[src/rtl/alu_issue_ctrl_pkg.sv]
// Shared definitions for the ALU issue controller: ALU op codes, RV64 opcode and
// funct fields, FSM state encoding and branch-kind classification.
package alu_issue_ctrl_pkg;

  // ALU op codes understood by the 64-bit ALU
  localparam logic [3:0] ALU_AND  = 4'b0000;
  localparam logic [3:0] ALU_OR   = 4'b0001;
  localparam logic [3:0] ALU_ADD  = 4'b0010;
  localparam logic [3:0] ALU_SUB  = 4'b0110;
  localparam logic [3:0] ALU_BLT  = 4'b0111;
  localparam logic [3:0] ALU_SLL  = 4'b1000;
  localparam logic [3:0] ALU_NOR  = 4'b1100;
  localparam logic [3:0] ALU_NAND = 4'b1101;

  // RV64 major opcodes handled by this block
  localparam logic [6:0] OPC_OP     = 7'b0110011;
  localparam logic [6:0] OPC_OP_IMM = 7'b0010011;
  localparam logic [6:0] OPC_LOAD   = 7'b0000011;
  localparam logic [6:0] OPC_STORE  = 7'b0100011;
  localparam logic [6:0] OPC_BRANCH = 7'b1100011;

  // funct3 values
  localparam logic [2:0] F3_ADD_SUB = 3'b000;
  localparam logic [2:0] F3_SLL     = 3'b001;
  localparam logic [2:0] F3_DWORD   = 3'b011;
  localparam logic [2:0] F3_OR      = 3'b110;
  localparam logic [2:0] F3_AND     = 3'b111;
  localparam logic [2:0] F3_BEQ     = 3'b000;
  localparam logic [2:0] F3_BNE     = 3'b001;
  localparam logic [2:0] F3_BLT     = 3'b100;
  localparam logic [2:0] F3_BGE     = 3'b101;

  // funct7 values
  localparam logic [6:0] F7_BASE = 7'b0000000;
  localparam logic [6:0] F7_ALT  = 7'b0100000;

  typedef enum logic [1:0] {
    ST_IDLE = 2'b00,
    ST_EXEC = 2'b01,
    ST_RESP = 2'b10
  } state_t;

  typedef enum logic [1:0] {
    BR_EQ = 2'b00,
    BR_NE = 2'b01,
    BR_LT = 2'b10,
    BR_GE = 2'b11
  } br_kind_t;

  // The ALU's BLT op yields 0 when a<b, so BLT and BEQ are both taken on zero.
  function automatic logic br_taken(input br_kind_t kind, input logic zero);
    logic t;
    case (kind)
      BR_EQ, BR_LT: t = zero;
      BR_NE, BR_GE: t = ~zero;
      default:      t = 1'b0;
    endcase
    return t;
  endfunction

endpackage

[src/rtl/alu_issue_ctrl_op_decode.sv]
// Combinational decode of RV64 opcode/funct3/funct7 into ALU op, operand-b
// select, branch classification and illegal flag.
module alu_op_decode
  import alu_issue_ctrl_pkg::*;
(
  input  logic [6:0] opcode,
  input  logic [2:0] funct3,
  input  logic [6:0] funct7,
  output logic [3:0] op,
  output logic       use_imm,
  output logic       is_branch,
  output br_kind_t   br_kind,
  output logic       illegal
);

  // Decode table; anything not matched stays illegal
  always_comb begin
    op        = ALU_ADD;
    use_imm   = 1'b0;
    is_branch = 1'b0;
    br_kind   = BR_EQ;
    illegal   = 1'b1;
    case (opcode)
      OPC_OP: begin
        if (funct7 == F7_BASE) begin
          illegal = 1'b0;
          case (funct3)
            F3_ADD_SUB: op = ALU_ADD;
            F3_AND:     op = ALU_AND;
            F3_OR:      op = ALU_OR;
            F3_SLL:     op = ALU_SLL;
            default:    illegal = 1'b1;
          endcase
        end else if (funct7 == F7_ALT && funct3 == F3_ADD_SUB) begin
          op      = ALU_SUB;
          illegal = 1'b0;
        end
      end
      OPC_OP_IMM: begin
        use_imm = 1'b1;
        if (funct3 == F3_ADD_SUB) begin
          op      = ALU_ADD;
          illegal = 1'b0;
        end else if (funct3 == F3_SLL && funct7[6:1] == 6'b000000) begin
          // funct7[0] is shamt[5] in RV64, so only the upper six bits qualify
          op      = ALU_SLL;
          illegal = 1'b0;
        end
      end
      OPC_LOAD, OPC_STORE: begin
        use_imm = 1'b1;
        op      = ALU_ADD;
        illegal = (funct3 != F3_DWORD);
      end
      OPC_BRANCH: begin
        is_branch = 1'b1;
        illegal   = 1'b0;
        case (funct3)
          F3_BEQ: begin op = ALU_SUB; br_kind = BR_EQ; end
          F3_BNE: begin op = ALU_SUB; br_kind = BR_NE; end
          F3_BLT: begin op = ALU_BLT; br_kind = BR_LT; end
          F3_BGE: begin op = ALU_BLT; br_kind = BR_GE; end
          default: begin is_branch = 1'b0; illegal = 1'b1; end
        endcase
      end
      default: illegal = 1'b1;
    endcase
  end

endmodule

[src/rtl/alu_issue_ctrl.sv]
// ALU issue controller: accepts a decoded instruction, drives registered operands
// into an external combinational ALU, captures its result and returns a tagged
// response with branch resolution. One transaction in flight at a time.
module alu_issue_ctrl
  import alu_issue_ctrl_pkg::*;
#(
  parameter int DATA_W = 64,
  parameter int TAG_W  = 4
) (
  input  logic              clk,
  input  logic              rst,
  input  logic              req_valid,
  output logic              req_ready,
  input  logic [6:0]        req_opcode,
  input  logic [2:0]        req_funct3,
  input  logic [6:0]        req_funct7,
  input  logic [DATA_W-1:0] req_rs1,
  input  logic [DATA_W-1:0] req_rs2,
  input  logic [DATA_W-1:0] req_imm,
  input  logic [TAG_W-1:0]  req_tag,
  output logic [DATA_W-1:0] alu_a,
  output logic [DATA_W-1:0] alu_b,
  output logic [3:0]        alu_op,
  input  logic [DATA_W-1:0] alu_result,
  input  logic              alu_zero,
  output logic              rsp_valid,
  input  logic              rsp_ready,
  output logic [DATA_W-1:0] rsp_result,
  output logic              rsp_branch,
  output logic              rsp_taken,
  output logic              rsp_illegal,
  output logic [TAG_W-1:0]  rsp_tag
);

  state_t     state;
  logic       is_branch_q;
  br_kind_t   br_kind_q;

  logic [3:0] dec_op;
  logic       dec_use_imm;
  logic       dec_is_branch;
  br_kind_t   dec_br_kind;
  logic       dec_illegal;

  alu_op_decode u_decode (
    .opcode    (req_opcode),
    .funct3    (req_funct3),
    .funct7    (req_funct7),
    .op        (dec_op),
    .use_imm   (dec_use_imm),
    .is_branch (dec_is_branch),
    .br_kind   (dec_br_kind),
    .illegal   (dec_illegal)
  );

  assign req_ready = (state == ST_IDLE);
  assign rsp_valid = (state == ST_RESP);

  // FSM, operand issue registers and response capture
  always_ff @(posedge clk) begin
    if (rst) begin
      state       <= ST_IDLE;
      alu_a       <= '0;
      alu_b       <= '0;
      alu_op      <= '0;
      is_branch_q <= 1'b0;
      br_kind_q   <= BR_EQ;
      rsp_result  <= '0;
      rsp_branch  <= 1'b0;
      rsp_taken   <= 1'b0;
      rsp_illegal <= 1'b0;
      rsp_tag     <= '0;
    end else begin
      case (state)
        ST_IDLE: begin
          if (req_valid) begin
            rsp_tag <= req_tag;
            if (dec_illegal) begin
              // Illegal requests bypass EXEC and leave the ALU operands untouched
              rsp_result  <= '0;
              rsp_branch  <= 1'b0;
              rsp_taken   <= 1'b0;
              rsp_illegal <= 1'b1;
              state       <= ST_RESP;
            end else begin
              alu_a       <= req_rs1;
              alu_b       <= dec_use_imm ? req_imm : req_rs2;
              alu_op      <= dec_op;
              is_branch_q <= dec_is_branch;
              br_kind_q   <= dec_br_kind;
              rsp_illegal <= 1'b0;
              state       <= ST_EXEC;
            end
          end
        end
        ST_EXEC: begin
          rsp_result <= alu_result;
          rsp_branch <= is_branch_q;
          rsp_taken  <= is_branch_q & br_taken(br_kind_q, alu_zero);
          state      <= ST_RESP;
        end
        ST_RESP: begin
          if (rsp_ready) state <= ST_IDLE;
        end
        default: state <= ST_IDLE;
      endcase
    end
  end

endmodule

[config.mk]
export PLATFORM = sky130hd
export DESIGN_NAME = alu_issue_ctrl
export DESIGN_NICKNAME = d
export VERILOG_FILES = /design/src/rtl/alu_issue_ctrl_pkg.sv /design/src/rtl/alu_issue_ctrl_op_decode.sv /design/src/rtl/alu_issue_ctrl.sv
export SDC_FILE = /design/constraint.sdc
export NUM_CORES = 1
export LEC_CHECK = 0
export ABC_AREA = 1
export CORE_AREA = 2 2 189 191
export DETAILED_ROUTE_END_ITERATION = 10
export DIE_AREA = 0 0 191 193
export GPL_TIMING_DRIVEN = 0
export PLACE_DENSITY = 0.65
export SYNTH_ARGS = -nofsm -noshare
export SYNTH_HDL_FRONTEND = slang
export SYNTH_SLANG_ARGS = --single-unit
[constraint.sdc]
create_clock -name clk -period 3.1 [get_ports clk]
set_input_delay 0.93 -clock clk [delete_from_list [all_inputs] [get_ports clk]]
set_output_delay 0.93 -clock clk [all_outputs]
set_load 0.01 [all_outputs]
### Word-level counts from Yosys, hierarchy flattened

Index checks and enable logic that the tools add are counted.

| storage, ports and cells | value |
|---|---|
| bits in registers | 208 |
| output and inout bits | 205 |
| word-level logic and storage cells | 89 |

| operators by class | value |
|---|---|
| eq/ne operators | 20 |
| reductions and logical operators | 20 |
| muxes and demuxes | 35 |
| bitwise gates (word level) | 3 |

Operator list:

| operator | count |
|---|---|
| 2-to-1 mux 64 bit | 3 |
| case mux 64 bit (2 select lines) | 1 |
| case mux 4 bit (3 select lines) | 2 |
| == test 7 x 6 -> 1 bit, second input constant | 3 |
| 2-to-1 mux 1 bit | 14 |
| == test 3 bit, second input constant | 4 |
| 2-to-1 mux 4 bit | 3 |
| case mux 2 bit (3 select lines) | 2 |
| OR reduction 2 bit | 5 |
| 2-to-1 mux 2 bit | 4 |
| OR reduction 4 bit | 2 |
| == test 7 x 2 -> 1 bit, second input constant | 1 |
| == test 7 x 5 -> 1 bit, second input constant | 1 |
| == test 7 bit, second input constant | 1 |
| zero test 7 bit | 1 |
| == test 2 bit, second input constant | 3 |
| zero test 6 bit | 1 |
| case mux 1 bit (2 select lines) | 3 |
| case mux 3 bit (2 select lines) | 1 |
| AND reduction 3 bit | 2 |
| == test 2 x 1 -> 1 bit, second input constant | 2 |
| zero test 2 bit | 2 |
| inequality test 2 x 1 -> 1 bit, second input constant | 2 |
| case mux 1 bit (4 select lines) | 1 |
| 11 further kinds | 14 |

### Depth between registers and ports, before layout

| logic depth | value |
|---|---|
| depth after elaboration | 8 |
| depth in mapped cells | 12 |
| gate-level depth less buffers | 10 |

### By module

A second synthesis with hierarchy kept.

| unflattened totals | value |
|---|---|
| cells, all modules | 1320 |
| area total of the unflattened synthesis | 8857.2 µm² |

Modules (own cells, without submodules):

| module | sequential area each (µm²) | cells each | area each (µm²) | times used |
|---|---|---|---|---|
| alu_issue_ctrl | 4144.0 | 1253 | 8539.4 | 1 |
| alu_op_decode | 0.0 | 67 | 317.8 | 1 |

### Worst setup path before layout

OpenSTA, ideal clock, no wires.

| timing | value |
|---|---|
| path kind | input -> register |
| start | in req_opcode[3] |
| end | reg alu_b[59] |
| slack | 0.806 ns |
| data arrival time | 2.181 ns |
| cell stages on the path | 8 |
| library setup time | 0.113 ns |
| path through | nor2_1 nand3_1 nor2_1 nand2_1 clkbuf_1 mux2_2 nand2_1 nand2_1 |

| between the ends | value |
|---|---|
| word-level cells in the longest chain between the ends | 5 |
| elaborated cells on any way between the ends | 12 |
| those cells by class | eq/ne: 5; mux: 3; bitwise: 1; reduce/logical: 3 |

Ends and longest elaborated chain:

| what | line | RTL |
|---|---|---|
| from (decl) | alu_issue_ctrl.sv:14 | `input logic [6:0] req_opcode,` |
| == test 7 x 2 -> 1 bit or == test 7 x 6 -> 1 bit (tied branches) | alu_issue_ctrl_op_decode.sv:23 | `case (opcode)` |
| OR reduction 2 bit | n/a |  |
| case mux 1 bit (4 select lines) | alu_issue_ctrl_op_decode.sv:23 |  |
| NOT 1 bit (no line) | n/a |  |
| AND reduction 3 bit (no line) | n/a |  |
| to (signal assigned) | alu_issue_ctrl.sv:87 | `alu_b <= dec_use_imm ? req_imm : req_rs2;` |
| to (decl) | alu_issue_ctrl.sv:22 | `output logic [DATA_W-1:0] alu_b,` |

Parallel ways exist; a longest one is shown, timed or not.
A chain may end at the register's enable or synchronous reset.

==> impl_metrics.tcl <==
set metrics [dict create \
    num_vias 9864 \
    cp_num_buf_inv 4 \
    clockBufferDepth 3 \
    nets 2042 \
    die_h_um 193 \
    crit_chain "clkdlybuf4s50_1 > inv_2 > clkbuf_1 > clkbuf_1 > nand2_1 > nor2_1" \
    grt_pass1_vias 9777 \
    rows 69 \
    synth_cell_types 21 \
    ff2ff_path_depth 10 \
    hpwl_um 29900 \
    r2r_slack_ns 0.82 \
    crit_path_end_kind "register" \
    first_iter_violations 365 \
    dp_slack_ns -0.666 \
    fmax_ghz 0.348 \
    dr.pass1.iters 5 \
    leakage_uw 0.00670 \
    gp_routability_congestion 0.918 \
    syn_area_um2 8930 \
    slew_violations 0 \
    hold_class "reg -> reg" \
    drive_above_1_share_pct 8.47 \
    cts_tree "done" \
    wl_um 37900 \
    hold_viol 0 \
    wl_per_cell_um 17.0 \
    synth_fp_nets 1529 \
    startpoint_type "primary input" \
    die_area_um2 36900 \
    power_uw 6580 \
    start_util_pct 25.6 \
    multiInputGateArea_um2 4090 \
    crit_top_cell "clkbuf_1" \
    ioPinCount 487 \
    via_per_inst 4.42 \
    grt_start_max_net_pins 18 \
    overflow 0 \
    ys_seq_area_share_pct 46.4 \
    synth_seq_cells 207 \
    fillers 3564 \
    hold_depth 2 \
    worst_pin_slew_ns 0.786 \
    port_buffers 486 \
    grt_pass1_wl_um 55500 \
    skew_ns 0.0106 \
    grt.total_usage_pct 19.5 \
    cts-htree-levels 1 \
    fin_crit_ns 2.87 \
    final.setup.worst_slack_ns 0.230 \
    hold-path-endpoint "alu_b[47]" \
    cp.required_ns 3.55 \
    cp.arrival_ns 3.32 \
    p_per_area_nw_per_um2 434 \
    postCtsHoldBufs 0 \
    period_share_pct 92.6 \
    ant_nets 0 \
    clk_pin_slew_ns 0.06 \
    setup_violations 0 \
    rr_startpoint "state[1]" \
    regArea_um2 4140 \
    synth_warnings 0 \
    crit_family "buffers and inverters" \
    rsz0062_at_grt "no" \
    slew_headroom_pct 47.6 \
    finalHoldWorstSlack_ns 0.468 \
    core-area_um2 35000 \
    path_class "in -> reg" \
    peakVddDrop_v 0.000309 \
    remaining_drc_errors 0 \
    cp_slowest_cell "clkdlybuf4s50_1" \
    hp-start "alu_b[47]" \
    area_growth_pct 69.7 \
    cts_made_buffers 25 \
    syn-mean-instance-area_um2 7.16 \
    root_buffer "clkbuf_16" \
    cp_slowest_stage_delay_ns 0.65 \
    syn_inst 1247 \
    clock_latency_ns 0.52 \
    antenna_found_initial 0 \
    clock_sinks 207 \
    status "completed" \
    antennaDiodeCount 0 \
    die_x_um 191 \
    cap_violations 0 \
    reg2reg_to "alu_b[9]" \
    crit_path_max_fanout 17 \
]
[sequential cells by signal (all words and copies together) (netlist names)]
register     count
alu_a           64
alu_b           64
rsp_result      64
alu_op           4
rsp_tag          4
state            2
br_kind_q        1
is_branch_q      1
rsp_branch       1
rsp_illegal      1
rsp_taken        1
[cell families after synthesis]
kind of cell | Yosys count | share of synthesized area, %
simple gates | 798 | 36.8
xor+xnor | 1 | 0.0981
flops | 207 | 46.4
mux | 64 | 8.07
compound gates | 10 | 0.588
buf+inv | 167 | 8.01
[stage by stage]
| step | setup TNS (ns) | instance area (um^2) | cells | utilization [%] |
|---|---|---|---|---|
| floorplan | 0 | 8930 | 1247 | - |
| global placement | -63.92 | 14400 | 2194 | 41.1 |
| detailed placement | -69.75 | 14400 | 2194 | 41.1 |
| finish | 0 | 15200 | 2233 | 43.4 |
| global route | 0 | 15200 | 2233 | 43.4 |
| CTS | 0 | 15200 | 2233 | 43.3 |
[worst reg2reg max path, stage by stage (launching register included)]
cell     delay, ns
dfxtp_1       0.34
nor2_1        0.16
nand2_1       0.21
inv_1         0.32
nand4_1       0.14
buf_4         0.22
nor2_8        0.16
buf_6         0.19
buf_2         0.32
nand2_1       0.11
nand2_1       0.07
[per-layer routing]
layer	wire, um	GRT usage [%]
met1	15000	22.2
met2	18400	35.1
met3	3580	5.95
met4	907	5.58
met5	0	0
[final cells by class]
cell class,count,share of cell area [%]
clock buffer,34,4.55
clock inverter,5,0.536
inverter,85,2.10
multi-input combinational,873,26.9
timing repair buffer,487,32.1
tap,461,3.80
sequential,207,27.3
buffer,81,2.61
[Yosys cell counts, drive strengths merged]
cell    number  share of area, %
xor2         1             0.098
clkinv       1             0.042
nand2      384                16
clkbuf      39               1.6
o31ai        1             0.084
inv         84               3.5
o21ai        6              0.34
nand3      214                12
buf         43               2.8
nor3         2              0.11
nand4        3              0.21
nor2       195               8.4
mux2        64               8.1
dfxtp      207                46
a21oi        3              0.17
[power by group]
group	switching [uW]	internal, uW	total, uW
combinational	390	572	962
clock	1130	1700	2840
sequential	41.9	2740	2780
total	1560	5010	6580
[cells in the final DEF, fill, tap and decap left out, types with 4 or more instances in the layout]
master           instances
dfxtp_1                207
o21ai_0                  6
mux2_2                  64
inv_2                    4
inv_1                   80
nor2_1                 192
nand2_1                382
clkbuf_16               25
nand3_1                213
clkdlybuf4s50_1        486
buf_4                   14
clkbuf_1                42
buf_2                   26
[worst max-delay path by stage]
stage / startpoint / to / slack [ns] / depth (start not counted)
floorplan: req_opcode[3] / alu_b[59] / 0.81 / 8
global placement: req_opcode[3] / alu_b[51] / -0.66 / 9
detailed placement: req_opcode[2] / alu_b[51] / -0.67 / 9
CTS: req_opcode[3] / alu_b[0] / 0.01 / 9
global route: rst / rsp_result[23] / 0.02 / 6
finish: rst / rsp_result[33] / 0.23 / 6
[timing repair]
item | in CTS | in global routing
gates resized for setup | 1 | 6
setup endpoints to repair | 32 | 31
setup buffers | 1 | 0
Note: power is estimated with default switching activity, not from simulation.
==> edit (config.mk and constraints unchanged) <==
Make the reset (`rst`) asynchronous in one clocked block.
--- a/src/rtl/alu_issue_ctrl.sv
+++ b/src/rtl/alu_issue_ctrl.sv
@@ -59,3 +59,3 @@
   // FSM, operand issue registers and response capture
-  always_ff @(posedge clk) begin
+  always_ff @(posedge clk or posedge rst) begin
     if (rst) begin
Function: not settled (the Yosys comparison gave no result); the edit may change what the design does.
==> edit against the original RTL <==
Routed wire length shrank 8.5%; sequential cell count is the same; sequential share of layout area grew 6.2 points; first-iteration DRC count grew 14%; total power grew 14%; clock skew shrank 2.4 ps; worst setup slack gained 93 ps; combinational power grew 61%; sequential power grew 12%; final area grew 1.9%; area after synthesis grew 1.8%.
==> edit: results (changes against the original RTL) <==
register area: 5180 um^2 (+25%)
Max Clock Freq: 360.2 MHz (+3.4%)
post-synthesis xor/xnor area fraction: 0% (-0.098 points)
Tightest Pin Transition: 692.6 ps (-92.92 ps)
Final HPWL DP: 27.35 mm (-8.4%)
Detailed Route Iter0 Violations: 417 (+14%)
crit path from: req_funct3[0]
Seq/Total Area, Yosys: 56.95% (+11 points)
share of cells above drive strength 1: 5.353% (-3.1 points)
fraction of registers with async set/reset: 100.0% (+100 points)
final net count: 1964 (-3.8%)
largest net degree at the start of global routing: 43 (+25)
via count: 9463 (-4.1%)
clock share of power: 38.0% (-5.1 points)
Hold Crit Start: alu_a[1]$_DFFE_PP0P_
first-pass GRT wire length: 51.03 mm (-8.1%)
Leakage: 0.007722 uW (+15%)
Post CTS Setup Buffer Count: 0 (-1)
GRT Util Overall: 17.79% (-1.7 points)
Setup WS pre-CTS: -266.1 ps (+400.3 ps)
pwr dens: 487.1 nW/um^2 (+12%)
mux contribution to synthesized area: 0% (-8.1 points)
R2R Setup Slk: 1090 ps (+270 ps)
GR Util met1: 19.54% (-2.7 points)
grt met2 use: 32.23% (-2.9 points)
Switch Pwr: 1966 uW (+26%)
drt wl/cell: 16.04 um (-5.5%)
largest cells by area after synthesis: dfrtp_1, nand2_1, nand3_1, clkbuf_1, buf_4
slowest stage delay, CP: 570 ps (-80 ps)
synth cell count leaders: nand2_1, dfrtp_1, nand3_1, clkbuf_1, nor2_1
DP Cell Count: 2116 (-3.6%)
area share of fa/ha/maj cells after synthesis: 0% (unchanged)
vias in the first global route: 9318 (-4.7%)
reg2reg start: state[1]$_DFFE_PP0P_
fillers: 3451 (-3.2%)
post-synth cell types: 20 (-4.8%)
sequential power share: 41.4% (-0.9 points)
synthesized net count: 1446 (-5.4%)
Mapped Cells: 1164 (-6.7%)
clock skew: 8.201 ps (-2.427 ps)
Synth Area in Compound Gates: 0.4539% (-0.13 points)
status: completed
routability cong.: 0.8845 (-3.7%)
routed vias/inst: 4.379 (-0.87%)
## edit: final cells by class
| class | count | area share [%] |
|---|---|---|
| flip-flops and latches | 207 | 33.53 |
| repair buffers | 491 | 32.14 |
| multi-input cells | 870 | 22.52 |
| clock buffers | 34 | 4.593 |
| well taps | 461 | 3.734 |
| plain buffers | 69 | 2.398 |
| clock inverters | 11 | 0.6237 |
| inverters | 18 | 0.4617 |
## edit: final timing paths
check | endpoint | depth (start not counted)
worst max-delay path | alu_b[26]$_DFFE_PP0P_ | 11
worst min-delay path | alu_a[1]$_DFFE_PP0P_ | 2
worst max register to register | alu_a[47]$_DFFE_PP0P_ | 7
worst min register to register | alu_a[1]$_DFFE_PP0P_ | 2
max in group asynchronous | alu_b[50]$_DFFE_PP0P_ | 5
min in group asynchronous | rsp_result[19]$_DFFE_PP0P_ | 2
## edit: layer usage
metal | vias to the layer above | share of wire (%)
li1 | 4640 | -
met1 | 4359 | 38
met2 | 400 | 50
met3 | 64 | 10
met4 | 0 | 3.0
met5 | - | 0
